$ cat config.mk
export PLATFORM = sky130hd
export DESIGN_NAME = vme_reg_rdmux_flat
export DESIGN_NICKNAME = d
export VERILOG_FILES = /design/src/rtl/vme_rdmux_pkg.sv /design/src/rtl/vme_reg_rdmux_if.sv /design/src/rtl/vme_rdmux_decode.sv /design/src/rtl/vme_reg_rdmux.sv /design/src/flat_wrapper.sv
export SDC_FILE = /design/constraint.sdc
export NUM_CORES = 1
export LEC_CHECK = 0
export BUFFER_PORTS_ARGS = -buffer_cell sky130_fd_sc_hd__buf_2
export CELL_PAD_IN_SITES_DETAIL_PLACEMENT = 1
export CELL_PAD_IN_SITES_GLOBAL_PLACEMENT = 1
export CORE_MARGIN = 2
export CORE_UTILIZATION = 29
export DETAILED_ROUTE_END_ITERATION = 8
export PLACE_DENSITY = 0.93
export SYNTH_ARGS = -nofsm -noshare
export SYNTH_HDL_FRONTEND = slang
export SYNTH_SLANG_ARGS = --single-unit
$ cat constraint.sdc
create_clock -name CLK -period 5.7 [get_ports CLK]
set_input_delay 1.14 -clock CLK [delete_from_list [all_inputs] [get_ports CLK]]
set_output_delay 1.14 -clock CLK [all_outputs]
set_load 0.05 [all_outputs]
$ cat src/rtl/vme_rdmux_pkg.sv
// rtl/vme_rdmux_pkg.sv - FSM states, index-width helper and default window constants
package vme_rdmux_pkg;

  typedef enum logic [1:0] {
    ST_IDLE,
    ST_WAIT,
    ST_ACK
  } rdmux_state_e;

  localparam logic [7:0] DEF_BASE   = 8'h80;
  localparam int         DEF_STRIDE = 2;

  // Width of a register index; never less than one bit so NREG=1 still has a port.
  function automatic int idx_width(input int n);
    int w;
    w = 1;
    for (int i = 1; i < 31; i++) begin
      if ((1 << i) < n) w = i + 1;
    end
    return w;
  endfunction

endpackage

$ cat src/rtl/vme_reg_rdmux_if.sv
// rtl/vme_reg_rdmux_if.sv - read request/acknowledge bus between VME decoder and read-back mux
interface vme_reg_rdmux_if #(
  parameter int NREG = 13,
  parameter int DW   = 16,
  parameter int AW   = 8
);
  logic               RD;
  logic [AW-1:0]      ADDR;
  logic [NREG*DW-1:0] DIN;
  logic [DW-1:0]      DOUT;
  logic               ACK;
  logic               BERR;

  modport master (output RD, ADDR, DIN, input DOUT, ACK, BERR);
  modport slave  (input RD, ADDR, DIN, output DOUT, ACK, BERR);
endinterface

$ cat src/rtl/vme_rdmux_decode.sv
// rtl/vme_rdmux_decode.sv - combinational address to {hit, index} decoder for the register window
module vme_rdmux_decode
  import vme_rdmux_pkg::*;
#(
  parameter int              NREG     = 13,
  parameter int              AW       = 8,
  parameter logic [AW-1:0]   BASE     = AW'(DEF_BASE),
  parameter int              STRIDE   = DEF_STRIDE,
  parameter logic [NREG-1:0] MAP_MASK = {NREG{1'b1}}
) (
  input  logic [AW-1:0]              addr,
  output logic                       hit,
  output logic [idx_width(NREG)-1:0] idx
);

  localparam int          IW     = idx_width(NREG);
  localparam int          MW     = 1 << IW;
  localparam logic [31:0] NREG_W = 32'(NREG);

  logic [AW-1:0] off;
  logic [AW-1:0] quot;
  logic [MW-1:0] mask_ext;

  // The explicit addr >= BASE term stops a below-window address aliasing through the wrap.
  always_comb begin
    off      = addr - BASE;
    quot     = off / AW'(STRIDE);
    mask_ext = '0;
    mask_ext[NREG-1:0] = MAP_MASK;
    idx      = quot[IW-1:0];
    hit      = (addr >= BASE) && ((off % AW'(STRIDE)) == '0) &&
               (32'(quot) < NREG_W) && mask_ext[idx];
  end

endmodule

$ cat src/rtl/vme_reg_rdmux.sv
// rtl/vme_reg_rdmux.sv - VME register read-back mux with wait states; VME_RDMUX_BERR_EN turns misses into BERR
module vme_reg_rdmux
  import vme_rdmux_pkg::*;
#(
  parameter int              NREG     = 13,
  parameter int              DW       = 16,
  parameter int              AW       = 8,
  parameter logic [AW-1:0]   BASE     = AW'(DEF_BASE),
  parameter int              STRIDE   = DEF_STRIDE,
  parameter logic [NREG-1:0] MAP_MASK = {NREG{1'b1}},
  parameter int              LAT      = 1
) (
  input  logic           CLK,
  input  logic           RST_N,
  vme_reg_rdmux_if.slave bus
);

  localparam int IW = idx_width(NREG);
`ifdef VME_RDMUX_BERR_EN
  localparam bit BERR_EN = 1'b1;
`else
  localparam bit BERR_EN = 1'b0;
`endif

  rdmux_state_e  state_q, state_d;
  logic [2:0]    cnt_q, cnt_d;
  logic          hit_q, hit_d;
  logic [IW-1:0] idx_q, idx_d;
  logic [DW-1:0] dout_q, dout_d;
  logic          ack_q, ack_d;
  logic          berr_q, berr_d;

  logic          dec_hit;
  logic [IW-1:0] dec_idx;
  logic          sel_hit;
  logic [IW-1:0] sel_idx;
  logic [DW-1:0] sel_word;
  logic          go_ack;

  vme_rdmux_decode #(
    .NREG(NREG), .AW(AW), .BASE(BASE), .STRIDE(STRIDE), .MAP_MASK(MAP_MASK)
  ) u_decode (
    .addr(bus.ADDR),
    .hit (dec_hit),
    .idx (dec_idx)
  );

  // With LAT=0 the ACK entry edge is the capture edge, so the live decode is used there.
  always_comb begin
    sel_hit  = (state_q == ST_IDLE) ? dec_hit : hit_q;
    sel_idx  = (state_q == ST_IDLE) ? dec_idx : idx_q;
    sel_word = '0;
    for (int i = 0; i < NREG; i++) begin
      if (sel_idx == IW'(i)) sel_word = bus.DIN[i*DW +: DW];
    end
  end

  always_comb begin
    state_d = state_q;
    cnt_d   = cnt_q;
    hit_d   = hit_q;
    idx_d   = idx_q;
    dout_d  = dout_q;
    ack_d   = ack_q;
    berr_d  = berr_q;
    go_ack  = 1'b0;
    unique case (state_q)
      ST_IDLE: begin
        if (bus.RD) begin
          hit_d = dec_hit;
          idx_d = dec_idx;
          cnt_d = 3'(LAT);
          if (LAT == 0) begin
            state_d = ST_ACK;
            go_ack  = 1'b1;
          end else begin
            state_d = ST_WAIT;
          end
        end
      end
      ST_WAIT: begin
        if (!bus.RD) begin
          state_d = ST_IDLE;
        end else begin
          cnt_d = cnt_q - 3'd1;
          if (cnt_q == 3'd1) begin
            state_d = ST_ACK;
            go_ack  = 1'b1;
          end
        end
      end
      ST_ACK: begin
        if (!bus.RD) begin
          state_d = ST_IDLE;
          ack_d   = 1'b0;
          berr_d  = 1'b0;
        end
      end
      default: state_d = ST_IDLE;
    endcase
    if (go_ack) begin
      dout_d = sel_hit ? sel_word : '0;
      ack_d  = sel_hit || !BERR_EN;
      berr_d = !sel_hit && BERR_EN;
    end
  end

  always_ff @(posedge CLK) begin
    if (!RST_N) begin
      state_q <= ST_IDLE;
      cnt_q   <= '0;
      hit_q   <= 1'b0;
      idx_q   <= '0;
      dout_q  <= '0;
      ack_q   <= 1'b0;
      berr_q  <= 1'b0;
    end else begin
      state_q <= state_d;
      cnt_q   <= cnt_d;
      hit_q   <= hit_d;
      idx_q   <= idx_d;
      dout_q  <= dout_d;
      ack_q   <= ack_d;
      berr_q  <= berr_d;
    end
  end

  assign bus.DOUT = dout_q;
  assign bus.ACK  = ack_q;
  assign bus.BERR = BERR_EN ? berr_q : 1'b0;

endmodule

$ cat src/flat_wrapper.sv
// flat-port wrapper written by rule: the top's interface ports become plain ports
module vme_reg_rdmux_flat import vme_rdmux_pkg::*;
#(
  parameter int              NREG     = 13,
  parameter int              DW       = 16,
  parameter int              AW       = 8,
  parameter logic [AW-1:0]   BASE     = AW'(DEF_BASE),
  parameter int              STRIDE   = DEF_STRIDE,
  parameter logic [NREG-1:0] MAP_MASK = {NREG{1'b1}},
  parameter int              LAT      = 1
)
  (CLK, RST_N, bus_RD, bus_ADDR, bus_DIN, bus_DOUT, bus_ACK, bus_BERR);
  vme_reg_rdmux_if #(.NREG(NREG), .DW(DW), .AW(AW)) bus_i ();
  input  logic CLK;
  input  logic RST_N;
  input wire logic [$bits(bus_i.RD)-1:0] bus_RD;
  input wire logic [$bits(bus_i.ADDR)-1:0] bus_ADDR;
  input wire logic [$bits(bus_i.DIN)-1:0] bus_DIN;
  output wire logic [$bits(bus_i.DOUT)-1:0] bus_DOUT;
  output wire logic [$bits(bus_i.ACK)-1:0] bus_ACK;
  output wire logic [$bits(bus_i.BERR)-1:0] bus_BERR;
  assign bus_i.RD = bus_RD;
  assign bus_i.ADDR = bus_ADDR;
  assign bus_i.DIN = bus_DIN;
  assign bus_DOUT = bus_i.DOUT;
  assign bus_ACK = bus_i.ACK;
  assign bus_BERR = bus_i.BERR;
  vme_reg_rdmux #(.NREG(NREG), .DW(DW), .AW(AW), .BASE(BASE), .STRIDE(STRIDE), .MAP_MASK(MAP_MASK), .LAT(LAT)) u_core (.CLK(CLK), .RST_N(RST_N), .bus(bus_i));
endmodule
# ---- Yosys cells after proc, flatten, opt, wreduce, memory -nomap -nowiden
# Memories as Yosys holds them, arrays and structs flattened.
# Cells that the tools add are included.
dict set report op_classes {
  mux 31
  order_cmp 3
  addsub 2
  n_reduce_logical 12
  n_eq_ne 20
}
# op n
set ops {}
lappend ops {{16-bit two-way mux} 14}
lappend ops {{4-bit == test (second input constant)} 5}
lappend ops {{4-bit by 3-bit == test with 1-bit output (second input constant)} 4}
lappend ops {{4-bit by 2-bit == test with 1-bit output (second input constant)} 2}
lappend ops {{8-bit >= comparator (second input constant)} 1}
lappend ops {{8-bit zero test} 1}
lappend ops {{1-bit two-way mux} 8}
lappend ops {{2-bit two-way mux} 4}
lappend ops {{8-bit subtractor (second input constant)} 1}
lappend ops {{7-bit by 4-bit < comparator with 1-bit output (second input constant)} 1}
lappend ops {{3-bit two-way mux} 2}
lappend ops {{2-bit inequality test (second input constant)} 3}
lappend ops {{2-bit case mux with 3 select lines} 1}
lappend ops {{3-bit case mux with 2 select lines} 1}
lappend ops {{3-bit AND reduction} 2}
lappend ops {{4-bit by 5-bit < comparator with 1-bit output (second input constant)} 1}
lappend ops {{4-bit by 1-bit == test with 1-bit output (second input constant)} 1}
lappend ops {{4-bit zero test} 1}
lappend ops {{4-bit two-way mux} 1}
lappend ops {{2-bit AND reduction} 2}
lappend ops {{2-bit nonzero test} 2}
lappend ops {{3-bit by 1-bit == test with 1-bit output (second input constant)} 1}
lappend ops {{1-bit logical AND} 3}
lappend ops {{3-bit by 2-bit inequality test with 1-bit output (second input constant)} 1}
lappend ops {{5 further kinds} 5}
dict set report word_totals {
  elab_cells 75
  reg_bits 27
  out_inout_bits 18
  mem_count 1
  mem_bits_ro 16
}
# memory depth word_bits rd rd_clocked_by_memory_dff write_ports line_no
set memory_table {}
lappend memory_table {{(name not given)} 16 1 1 0 0 vme_rdmux_decode.sv:32} ;# (32'(quot) < NREG_W) && mask_ext[idx];

# ---- Logic depth before layout (Yosys ltp)
# Gate-level depths: netlist of the first run.
dict set report logic_depth {
  ltp_word 17
  depth_mapped 10
  mapped_depth_nobuf 8
}

# ---- By module
# A second synthesis of the first run with hierarchy kept.
dict set report hier_totals {
  hier_cells 452
  area_unflattened_um2 3245.6
}
# mod n_inst area_per_inst_um2 cells_each
set by_module_without_submodules {}
lappend by_module_without_submodules {vme_reg_rdmux 1 3194.3 445}
lappend by_module_without_submodules {vme_rdmux_decode 1 51.3 7}

# ---- Worst setup path after synthesis of the first run
# No wires, ideal clock.
dict set report synth_path {
  path_type {input to register}
  startpoint {in bus_ADDR[1]}
  endpoint {reg u_core.dout_q[11], in the netlist u_core.bus.DOUT[11]}
  arrival_ns 2.668
  setup_time_ns 0.121
  path_slack_ns 2.911
  stages 8
  path_buffers 2
  cell_sequence {buf_2 -> or4b_1 -> o21a_1 -> buf_2 -> o22a_1 -> a221oi_1 -> o211a_1 -> o21ai_1}
}
dict set report synth_via {
  elab_chain_len 17
}
# element line_no
set synth_rtl {}
lappend synth_rtl {{from (decl)} flat_wrapper.sv:17} ;# input wire logic [$bits(bus_i.ADDR)-1:0] bus_ADDR;
lappend synth_rtl {{8-bit subtractor} vme_rdmux_decode.sv:26} ;# off = addr - BASE;
lappend synth_rtl {{4-bit two-way mux} vme_reg_rdmux.sv:51} ;# sel_idx = (state_q == ST_IDLE) ? dec_idx : idx_q;
lappend synth_rtl {{4-bit zero test} vme_reg_rdmux.sv:54} ;# if (sel_idx == IW'(i)) sel_word = bus.DIN[i*DW +: DW];
lappend synth_rtl {{16-bit two-way mux (13 in a row)} vme_reg_rdmux.sv:54}
lappend synth_rtl {{16-bit two-way mux *} vme_reg_rdmux.sv:102} ;# dout_d = sel_hit ? sel_word : '0;
lappend synth_rtl {{to (signal assigned)} vme_reg_rdmux.sv:122} ;# dout_q <= dout_d;
lappend synth_rtl {{to (decl)} vme_reg_rdmux.sv:29} ;# logic [DW-1:0] dout_q, dout_d;
# Every way passes the cells marked *; elsewhere a longest branch is shown, timed or not. The select of a mux whose other input is x is not followed.
# A chain may end at the register's enable or synchronous reset.

# ---- Worst setup path in the final report of the first run
dict set report layout_path {
  startpoint {reg u_core.state_q[0]}
  endpoint {reg u_core.dout_q[15], in the netlist u_core.bus.DOUT[15]}
}
dict set report layout_via {
  elab_chain_len 17
}
# element line_no
set layout_rtl {}
lappend layout_rtl {{from (decl)} vme_reg_rdmux.sv:25} ;# rdmux_state_e state_q, state_d;
lappend layout_rtl {{from (signal assigned)} vme_reg_rdmux.sv:118} ;# state_q <= state_d;
lappend layout_rtl {{2-bit zero test} {vme_reg_rdmux.sv:50, vme_reg_rdmux.sv:51}}
lappend layout_rtl {{4-bit two-way mux} vme_reg_rdmux.sv:51}
lappend layout_rtl {{4-bit zero test} vme_reg_rdmux.sv:54}
lappend layout_rtl {{16-bit two-way mux (13 in a row)} vme_reg_rdmux.sv:54}
lappend layout_rtl {{16-bit two-way mux} vme_reg_rdmux.sv:102}
# Several ways; a longest one is shown, not always the timed one.

==> results of run 1 <==
cell type report:
type,instances,area share [%]
clock buffers,3,0.9375
diodes,3,0.1705
well taps,140,3.977
clock inverters,1,0.1989
repair buffers,239,27.39
flip-flops and latches,27,12.27
inverters,5,0.4261
multi-input cells,346,54.63
cells in the mapped netlist (all sizes together), types with 4 or more instances:
master | number | share of area, %
nor3 | 5 | 0.79
a21oi | 20 | 3.1
nand2 | 40 | 4.8
a22oi | 15 | 3.7
a22o | 5 | 1.4
a222oi | 11 | 3.5
a221oi | 12 | 3.5
nand3 | 11 | 1.7
a21boi | 4 | 0.94
a2bb2oi | 8 | 2.2
o21ai | 38 | 6.1
nor3b | 4 | 1.3
o22ai | 9 | 1.8
o221ai | 16 | 4.4
nand4 | 8 | 1.6
o22a | 12 | 3.3
dfxtp | 27 | 17
nor2 | 26 | 3.1
buf | 27 | 5.3
clkbuf | 12 | 1.4
a211oi | 6 | 1.4
nor2b | 4 | 0.79
a32o | 4 | 1.3
nand2b | 4 | 0.79
and2 | 5 | 0.98
inv | 4 | 0.47
o2111ai | 7 | 1.9
mux2 | 14 | 5.6
o211ai | 4 | 0.94
mux2i | 14 | 4.4
worst min path at each step:
stage | start | end | depth (start not counted) | slack, ns
finish | u_core.cnt_q[1] | u_core.cnt_q[1] | 2 | 0.48
global route | u_core.cnt_q[1] | u_core.cnt_q[1] | 2 | 0.50
CTS | u_core.cnt_q[1] | u_core.cnt_q[1] | 2 | 0.49
detailed placement | u_core.bus.DOUT[4] | u_core.bus.DOUT[4] | 2 | 0.46
global placement | u_core.cnt_q[1] | u_core.cnt_q[1] | 2 | 0.44
floorplan | u_core.cnt_q[1] | u_core.cnt_q[1] | 2 | 0.43
power breakdown:
part	internal, mW	leakage [nW]	total (mW)	switching [mW]
sequential	0.192	0.219	0.201	0.00807
combinational	0.142	1.70	0.319	0.176
clock	0.0517	0.0261	0.128	0.0766
total	0.386	1.94	0.647	0.261
cells by family after synthesis:
group	after synthesis	share of synthesized area (%)
simple gates	125	20.32
compound gates	190	44.53
mux	28	9.961
flops	27	17.01
fa+ha+maj	2	0.7873
buf+inv	44	7.283
other cells	1	0.1180
per-stage QoR:
step / setup WS (ns) / cell area [sq um]
2_1_floorplan: 2.911 / 3178
5_1_grt: 2.066 / 4397
6_report: 2.266 / 4404
3_5_place_dp: 2.017 / 4347
3_3_place_gp: 2.107 / 4347
4_1_cts: 2.315 / 4397
layer usage:
layer  up-vias  track usage (%)  part of all wire [%]
met2       311            49.02                    48
met1      2206            34.89                    40
met4         0            11.36                   3.6
li1       2098                -                     -
met3        45            5.380                   9.2
met5         -                0                     0
flip-flops by register name, summed over array words and instances, names as in the netlist:
signal and cells:
u_core.bus.DOUT 16, u_core.bus.ACK 1, u_core.hit_q 1, u_core.idx_q 4
u_core.state_q 2, u_core.cnt_q 3
critical path, cell delays in order (launching register included):
cell and delay [ns]:
dfxtp_1 0.79, nor2_1 0.37, o21ai_2 1.04, a222oi_1 0.27, a211oi_1 0.48, nor3b_1 0.11
a211oi_1 0.25
==> out/metrics.cfg, run 1 <==
[run_status]
status=complete, no violations

[synth]
syn_nets=638
ys_seq_elements=27
ys_types=69
netlist_instances=417
avgSynthCellArea_sq_um=7.621
syn_area_sq_um=3178
synth_flop_cell=dfxtp_1
synth_edf_count=0
async_flop_share_pct=0
ys_seq_area_share_pct=17.01
synth_warnings=0

[cts]
clk_latency_ns=0.29
h-tree-depth=1
cts_tree=yes
post_cts_buffers=0
clockRootBuffer=clkbuf_8
path_clk_slew_ns=0.12
cts.sinks=27
hold_buffers=0
cts_inserted_buffers=3
cts_resized=0
clock_path_buffers=2

[timing]
rsz0062_at_grt=false
setup_viol=0
worst_pin_slew_ns=1.245
fmax_mhz=291.2
min_period_ns=3.434
fin_hold_ws_ns=0.4805
fin_skew_ns=0.004711
maxSlewViolCount=0
setup-tns-final_ns=0
relSlewSlack_pct=16.99
final.period_utilization_pct=60.25
hold_viol_final=0

[layout]
area_growth_pct=38.58
utilization_pct=40.99
finalNonFillerCells=764
nets=843
seqCellArea_sq_um=540.5
drive_above_1_share_pct=43.16
fillers=1430
final_cell_mix=buf_2 (235), nand2_1 (39), o21ai_0 (35)
multi_input_area_sq_um=2406
mostFrequentLayoutCell=buf_2

[critical_path]
crit_fanout=24
r2r-end=u_core.bus.DOUT[15]
startpoint_type=flop
r2r_setup_slack_ns=2.27
crit_start=u_core.state_q[0]
crit_type=flop to flop
cp.arrival_ns=3.63
setup.worst_path.end=u_core.bus.DOUT[15]
reg2reg_depth=6
end_kind=flop
cp.required_ns=5.90
worstReg2RegStart=u_core.state_q[0]

[placed_design]
io_buffers=235
gp_congestion=0.9003
dp.cells=757
hpwlAfterDp_um=13990

[detailed_routing]
dr.first_iter.drc_count=400
ant_nets=0
wl_um=17680
wl_per_cell_um=23.14
vias=4660
via_per_inst=6.099
drc=0
drt_first_pass_iters=5

[power_and_ir_drop]
p_total_uw=647.4
p_leak_nw=1.945
p_per_area_nw_per_um2=147.0
peakVddDrop_uv=75.44

[min_path]
min_path_type=flop to flop

[die]
die_h_um=108.7
die-area_sq_um=11810
initial_core_util_pct=29.58
core_sq_um=10750
pin_count=237
fp-row-count=38
die_w_um=108.7

[job]
drv_cap=0

[grt]
grt_pass1_vias=4855
grtUsageTotal_pct=28.48
grt_max_degree=28
globalRoute.totalOverflow=0
grt_pass1_wl_um=25750
antenna_found_initial=0

Power figures use the tool's default switching activity.
==> run 2, diff against run 1 <==
Settings changed: ABC_AREA set to 1, CORE_UTILIZATION 29 to 24, PLACE_DENSITY 0.93 to 0.87.
Clock period 5.7 ns to 3.5 ns, I/O delays scaled along.
==> run 2 against run 1 <==
Net effect:
- count of clock-buffer cells in the layout unchanged
- global-route usage fell by 7.5 points
- sequential power increased by 61%
- clock skew is essentially flat
- synthesized area decreased by 1.8%
- highest routed layer unchanged
- largest power group unchanged
==> out/metrics.cfg, run 2 <==
[run_status]
status=complete, no violations  ; unchanged

[die]
core_sq_um=12670  ; was 10750 sq um
initial_core_util_pct=24.64  ; was 29.58%
die_w_um=118.1  ; was 108.7 um
die_h_um=118.1  ; was 108.7 um
pin_count=237  ; unchanged
fp-row-count=41  ; was 38
die-area_sq_um=13940  ; was 11810 sq um

[timing]
min_period_ns=2.889
fin_hold_ws_ns=0.4417  ; was 0.4805 ns
setup_viol=0  ; unchanged
relSlewSlack_pct=40.25  ; was 16.99%
fin_skew_ns=0.005041  ; was 0.004711 ns
worst_pin_slew_ns=0.8930  ; was 1.245 ns
maxSlewViolCount=0  ; unchanged
layout_setup_ws_ns=0.6108  ; was 2.266 ns
hold_viol_final=0  ; unchanged
final.period_utilization_pct=82.55
fmax_mhz=346.1
setup-tns-final_ns=0  ; unchanged
rsz0062_at_grt=false  ; unchanged

[synth]
ys_top_cells_by_count=nand2_1 (268), inv_1 (75), nor2_1 (45)  ; was nand2_1 (39), o21ai_0 (35), dfxtp_1 (27)
syn_area_sq_um=3122  ; was 3178 sq um
yosys.area.top_type_share_pct=32.22  ; was 17.01%
synth_flop_cell=dfxtp_1  ; unchanged
avgSynthCellArea_sq_um=5.126  ; was 7.621 sq um
async_flop_share_pct=0  ; unchanged
ys_seq_elements=27  ; unchanged
ys_types=31  ; was 69
synth_warnings=0  ; unchanged
ys_seq_area_share_pct=17.31  ; was 17.01%
netlist_instances=609  ; was 417
synth_area_leaders=nand2_1 (32%), dfxtp_1 (17%), inv_1 (9.0%), nand4_1 (6.6%), nor2_1 (5.4%)  ; was dfxtp_1 (17%), o21ai_0 (5.5%), nand2_1 (4.6%), mux2i_1 (4.4%), o221ai_1 (4.4%)
post-synth-top-count-cell=nand2_1  ; unchanged
synth_top_cell_by_area=nand2_1  ; was dfxtp_1
synth_edf_count=0  ; unchanged
syn_nets=830  ; was 638

[layout]
utilization_pct=35.40  ; was 40.99%
mostFrequentLayoutCell=nand2_1  ; was buf_2
area_growth_pct=43.69  ; was 38.58%
fin_area_sq_um=4486  ; was 4404 sq um
nets=1052  ; was 843
finalNonFillerCells=1002  ; was 764
largest_reg_flops=16  ; unchanged
num_antenna_cells=0  ; was 3
drive_above_1_share_pct=34.58  ; was 43.16%
final_cell_mix=nand2_1 (268), buf_2 (235), inv_1 (75)  ; was buf_2 (235), nand2_1 (39), o21ai_0 (35)

[critical_path]
r2r-end=u_core.bus.DOUT[8]  ; was u_core.bus.DOUT[15]
cp.required_ns=3.62  ; was 5.90 ns
worstReg2RegStart=u_core.state_q[0]  ; unchanged
crit_type=input port to flop  ; was flop to flop
cp.arrival_ns=3.01  ; was 3.63 ns
crit_fanout=17  ; was 24
crit_start=bus_ADDR[2]  ; was u_core.state_q[0]
setup.worst_path.end=u_core.bus.DOUT[8]  ; was u_core.bus.DOUT[15]
reg2reg_depth=13  ; was 6
r2r_setup_slack_ns=0.65  ; was 2.27 ns
startpoint_type=input port  ; was flop
end_kind=flop  ; unchanged

[grt]
grt_pass1_wl_um=23620  ; was 25750 um
antenna_found_initial=0  ; unchanged
globalRoute.totalOverflow=0  ; unchanged
grt_pass1_vias=4592  ; was 4855
grt_max_degree=31  ; was 28
grtUsageTotal_pct=21.01  ; was 28.48%

[placed_design]
io_buffers=235  ; unchanged
hpwlAfterDp_um=12510  ; was 13990 um
place_area_sq_um=4403  ; was 4347 sq um
dp.cells=998  ; was 757
pre_cts_ws_ns=0.3505  ; was 2.017 ns
gp_congestion=0.8892  ; was 0.9003

[cts]
clockRootBuffer=clkbuf_16  ; was clkbuf_8
cts_inserted_buffers=3  ; unchanged
path_clk_slew_ns=0.07  ; was 0.12 ns
clock_path_buffers=2  ; unchanged
cts.sinks=27  ; unchanged
post_cts_buffers=0  ; unchanged
clk_latency_ns=0.27  ; was 0.29 ns
cts_tree=yes  ; unchanged
h-tree-depth=1  ; unchanged
hold_buffers=0  ; unchanged
cts_resized=0  ; unchanged

[detailed_routing]
ant_nets=0  ; unchanged
via_per_inst=4.508  ; was 6.099
drc=0  ; unchanged
wl_um=14890  ; was 17680 um
dr.first_iter.drc_count=201  ; was 400
vias=4517  ; was 4660
wl_per_cell_um=14.86  ; was 23.14 um
drt_first_pass_iters=4  ; was 5

[power_and_ir_drop]
p_total_mw=1.071  ; was 647.4 uW
p_per_area_nw_per_um2=238.9  ; was 147.0 nW/um^2
p_leak_nw=2.598  ; was 1.945 nW
peakVddDrop_uv=175.6  ; was 75.44 uV

[job]
drv_cap=0  ; unchanged

[min_path]
min_path_type=flop to flop  ; unchanged

## run 2: worst min path at each step
| stage | start | end | slack (ns) | depth (start not counted) |
|---|---|---|---|---|
| 2_1_floorplan | u_core.cnt_q[2] | u_core.cnt_q[2] | 0.41 | 1 |
| 3_3_place_gp | u_core.cnt_q[2] | u_core.cnt_q[2] | 0.43 | 1 |
| 3_5_place_dp | u_core.cnt_q[2] | u_core.cnt_q[2] | 0.44 | 1 |
| 4_1_cts | u_core.cnt_q[2] | u_core.cnt_q[2] | 0.45 | 1 |
| 5_1_grt | u_core.cnt_q[2] | u_core.cnt_q[2] | 0.47 | 1 |
| 6_report | u_core.cnt_q[2] | u_core.cnt_q[2] | 0.44 | 1 |
## run 2: cell families (layout without fill, tap and decap cells)
group / count (synthesis) / after routing / share of synthesized area, %
compound gates: 55 / 55 / 9.419
fa+ha+maj: 2 / 2 / 0.8015
buf+inv: 109 / 330 / 14.71
flops: 27 / 27 / 17.31
other cells: 1 / 1 / 0.1201
simple gates: 415 / 415 / 57.64
## run 2: area by class of cell
class / instances / area [sq um]
well taps: 172 / 215.2
clock inverters: 1 / 7.507
multi-input cells: 473 / 2122
fillers: 1804 / 8185
clock buffers: 3 / 75.07
inverters: 89 / 334.1
repair buffers: 237 / 1191
flip-flops and latches: 27 / 540.5
## run 2: per-layer routing
metal,track usage [%],vias to the layer above,wire [um]
met4,4.895,0,225
met5,0,-,0
met3,3.876,17,892
met2,36.92,149,7033
li1,-,2320,-
met1,26.49,2031,6741
## run 2: worst max-delay path, stage by stage
cell	delay (ns)
buf_2	0.12
inv_1	0.05
nand2_1	0.05
nand2_1	0.11
nor2_1	0.71
nand2_2	0.39
or2_2	0.38
nand2_1	0.07
nand4_1	0.13
nand2_1	0.12
nand2_1	0.06
nand2_1	0.06
a21oi_1	0.05
## run 2: where the power goes
part | internal (mW) | total [mW] | switching, mW
Sequential | 0.317 | 0.324 | 0.00677
Clock | 0.156 | 0.276 | 0.120
Combinational | 0.186 | 0.472 | 0.286
==> run 3, diff against run 2 <==
Settings changed: CORE_UTILIZATION 24 to 22, PLACE_DENSITY 0.87 to 0.84.
Clock period 3.5 ns to 2.5 ns, I/O delays scaled along.
==> run 3 against run 2 <==
Net effect:
- first-iteration DRC count up 4.0%
- critical path type is now flop to flop
- largest power group unchanged
- clock skew shrank 0.0027 ns
- combinational power rose by 46%
- non-clock buffer count up 12
- sequential power increased by 40%
- die area increased by 8.8%
- flip-flop and latch count did not move
- cell area rose by 2.8%
- worst hold slack lost 0.0044 ns
==> out/metrics.cfg, run 3 (synthesis gave the netlist of run 2 again) <==
[run_status]
status=complete, no violations  ; unchanged

[detailed_routing]
vias=4651  ; was 4517
drt_first_pass_iters=4  ; unchanged
wl_um=15660  ; was 14890 um
wl_per_cell_um=15.29  ; was 14.86 um
ant_nets=0  ; unchanged
via_per_inst=4.542  ; was 4.508
dr.first_iter.drc_count=209  ; was 201
drc=0  ; unchanged

[cts]
cts_tree=yes  ; unchanged
post_cts_buffers=0  ; unchanged
h-tree-depth=1  ; unchanged
clock_path_buffers=2  ; unchanged
clk_latency_ns=0.26  ; was 0.27 ns
path_clk_slew_ns=0.07  ; about the same
cts.sinks=27  ; unchanged
cts_inserted_buffers=3  ; unchanged
clockRootBuffer=clkbuf_16  ; unchanged
hold_buffers=0  ; unchanged

[layout]
drive_above_1_share_pct=35.75  ; was 34.58%
mostFrequentLayoutCell=nand2_1  ; unchanged
final_cell_mix=nand2_1 (268), buf_2 (235), inv_1 (75)  ; unchanged
nets=1064  ; was 1052
fin_area_sq_um=4609  ; was 4486 sq um
fillers=1971  ; was 1804
utilization_pct=33.21  ; was 35.40%
area_growth_pct=47.66  ; was 43.69%
largest_reg_flops=16  ; unchanged

[die]
die_w_um=123.1  ; was 118.1 um
die-area_sq_um=15160  ; was 13940 sq um
die_h_um=123.1  ; was 118.1 um
initial_core_util_pct=22.49  ; was 24.64%
fp-row-count=43  ; was 41
pin_count=237  ; unchanged
core_sq_um=13880  ; was 12670 sq um

[timing]
worst_pin_slew_ns=0.6162  ; was 0.8930 ns
fmax_mhz=439.8
final.period_utilization_pct=90.95
fin_skew_ns=0.002350  ; was 0.005041 ns
setup_viol=0  ; unchanged
maxSlewViolCount=0  ; unchanged
min_period_ns=2.274
hold_viol_final=0  ; unchanged
relSlewSlack_pct=58.70  ; was 40.25%

[grt]
grt_pass1_wl_um=23540  ; was 23620 um
grtUsageTotal_pct=19.83  ; was 21.01%
grt_pass1_vias=4797  ; was 4592
grt_max_degree=21  ; was 31
antenna_found_initial=2  ; was 0
globalRoute.totalOverflow=0  ; unchanged

[min_path]
min_path_type=flop to flop  ; unchanged

[power_and_ir_drop]
p_per_area_nw_per_um2=329.4  ; was 238.9 nW/um^2
p_leak_nw=2.672  ; was 2.598 nW
p_total_mw=1.519  ; was 1.071 mW
peakVddDrop_uv=244.3  ; was 175.6 uV

[placed_design]
hpwlAfterDp_um=13360  ; was 12510 um
gp_congestion=0.8368  ; was 0.8892
place_area_sq_um=4503  ; was 4403 sq um
io_buffers=235  ; unchanged

[critical_path]
cp.required_ns=2.65  ; was 3.62 ns
crit_fanout=8  ; was 17
end_kind=flop  ; unchanged
cp.arrival_ns=2.42  ; was 3.01 ns
crit_type=flop to flop  ; was input port to flop
startpoint_type=flop  ; was input port

[job]
drv_cap=0  ; unchanged

==> run 3: power breakdown <==
group / total (mW) / internal [mW] / switching, mW
sequential: 0.454 / 0.444 / 0.0104
clock: 0.377 / 0.216 / 0.161
combinational: 0.687 / 0.277 / 0.410
total: 1.52 / 0.937 / 0.581
==> run 3: layout make-up <==
class                      count  area [sq um]  area share (%)
multi-input combinational    473          2140           46.42
timing repair buffer         249          1281           27.80
sequential                    27         541.8           11.75
inverter                      89         336.6           7.302
tap                          180         225.2           4.886
clock buffer                   3         75.07           1.629
clock inverter                 1         5.005          0.1086
antenna                        2         5.005          0.1086
==> run 3: repair_timing <==
action,in CTS,in global routing
resized for setup,0,6
endpoints found under the setup margin,0,12
hold endpoints to repair,0,0
==> run 3: path summary, 6_finish.rpt <==
check                                        from                   to  slack [ns]  depth (start not counted)
worst max-delay path            u_core.state_q[0]  u_core.bus.DOUT[11]        0.23                         14
worst min-delay path              u_core.cnt_q[2]      u_core.cnt_q[2]        0.44                          1
worst max register to register  u_core.state_q[0]  u_core.bus.DOUT[11]        0.23                         14
worst min register to register    u_core.cnt_q[2]      u_core.cnt_q[2]        0.44                          1
==> run 3: through the flow <==
step	worst slack [ns]	hold WS, ns	TNS [ns]	instances
2_1_floorplan	0.6730	0.4124	0	609
3_3_place_gp	0.1474	0.4268	0	1018
3_5_place_dp	0.1134	0.4313	0	1018
4_1_cts	0.1610	0.4409	0	1022
5_1_grt	-0.004107	0.4813	-0.004107	1024
6_report	0.2263	0.4374	0	1024
==> run 3: worst max-delay path: stages (launching register included) <==
cell and delay, ns:
dfxtp_1 0.44, inv_2 0.09, nand2_2 0.13, nand2_1 0.06
nand2_1 0.16, nor2_1 0.09, buf_4 0.18, nand3_1 0.15
nand3_1 0.15, o21bai_1 0.15, nand4_1 0.13, nor2_1 0.20
nand4_1 0.10, nand2_1 0.07, a21oi_1 0.06
==> run 3: metal layers <==
metal  GRT usage, %  vias up  share of wire [%]
met5              0        -                  0
met4          5.327        0                1.6
li1               -     2350                  -
met1          24.67     2124                 44
met2          35.30      161                 47
met3          3.137       16                7.0
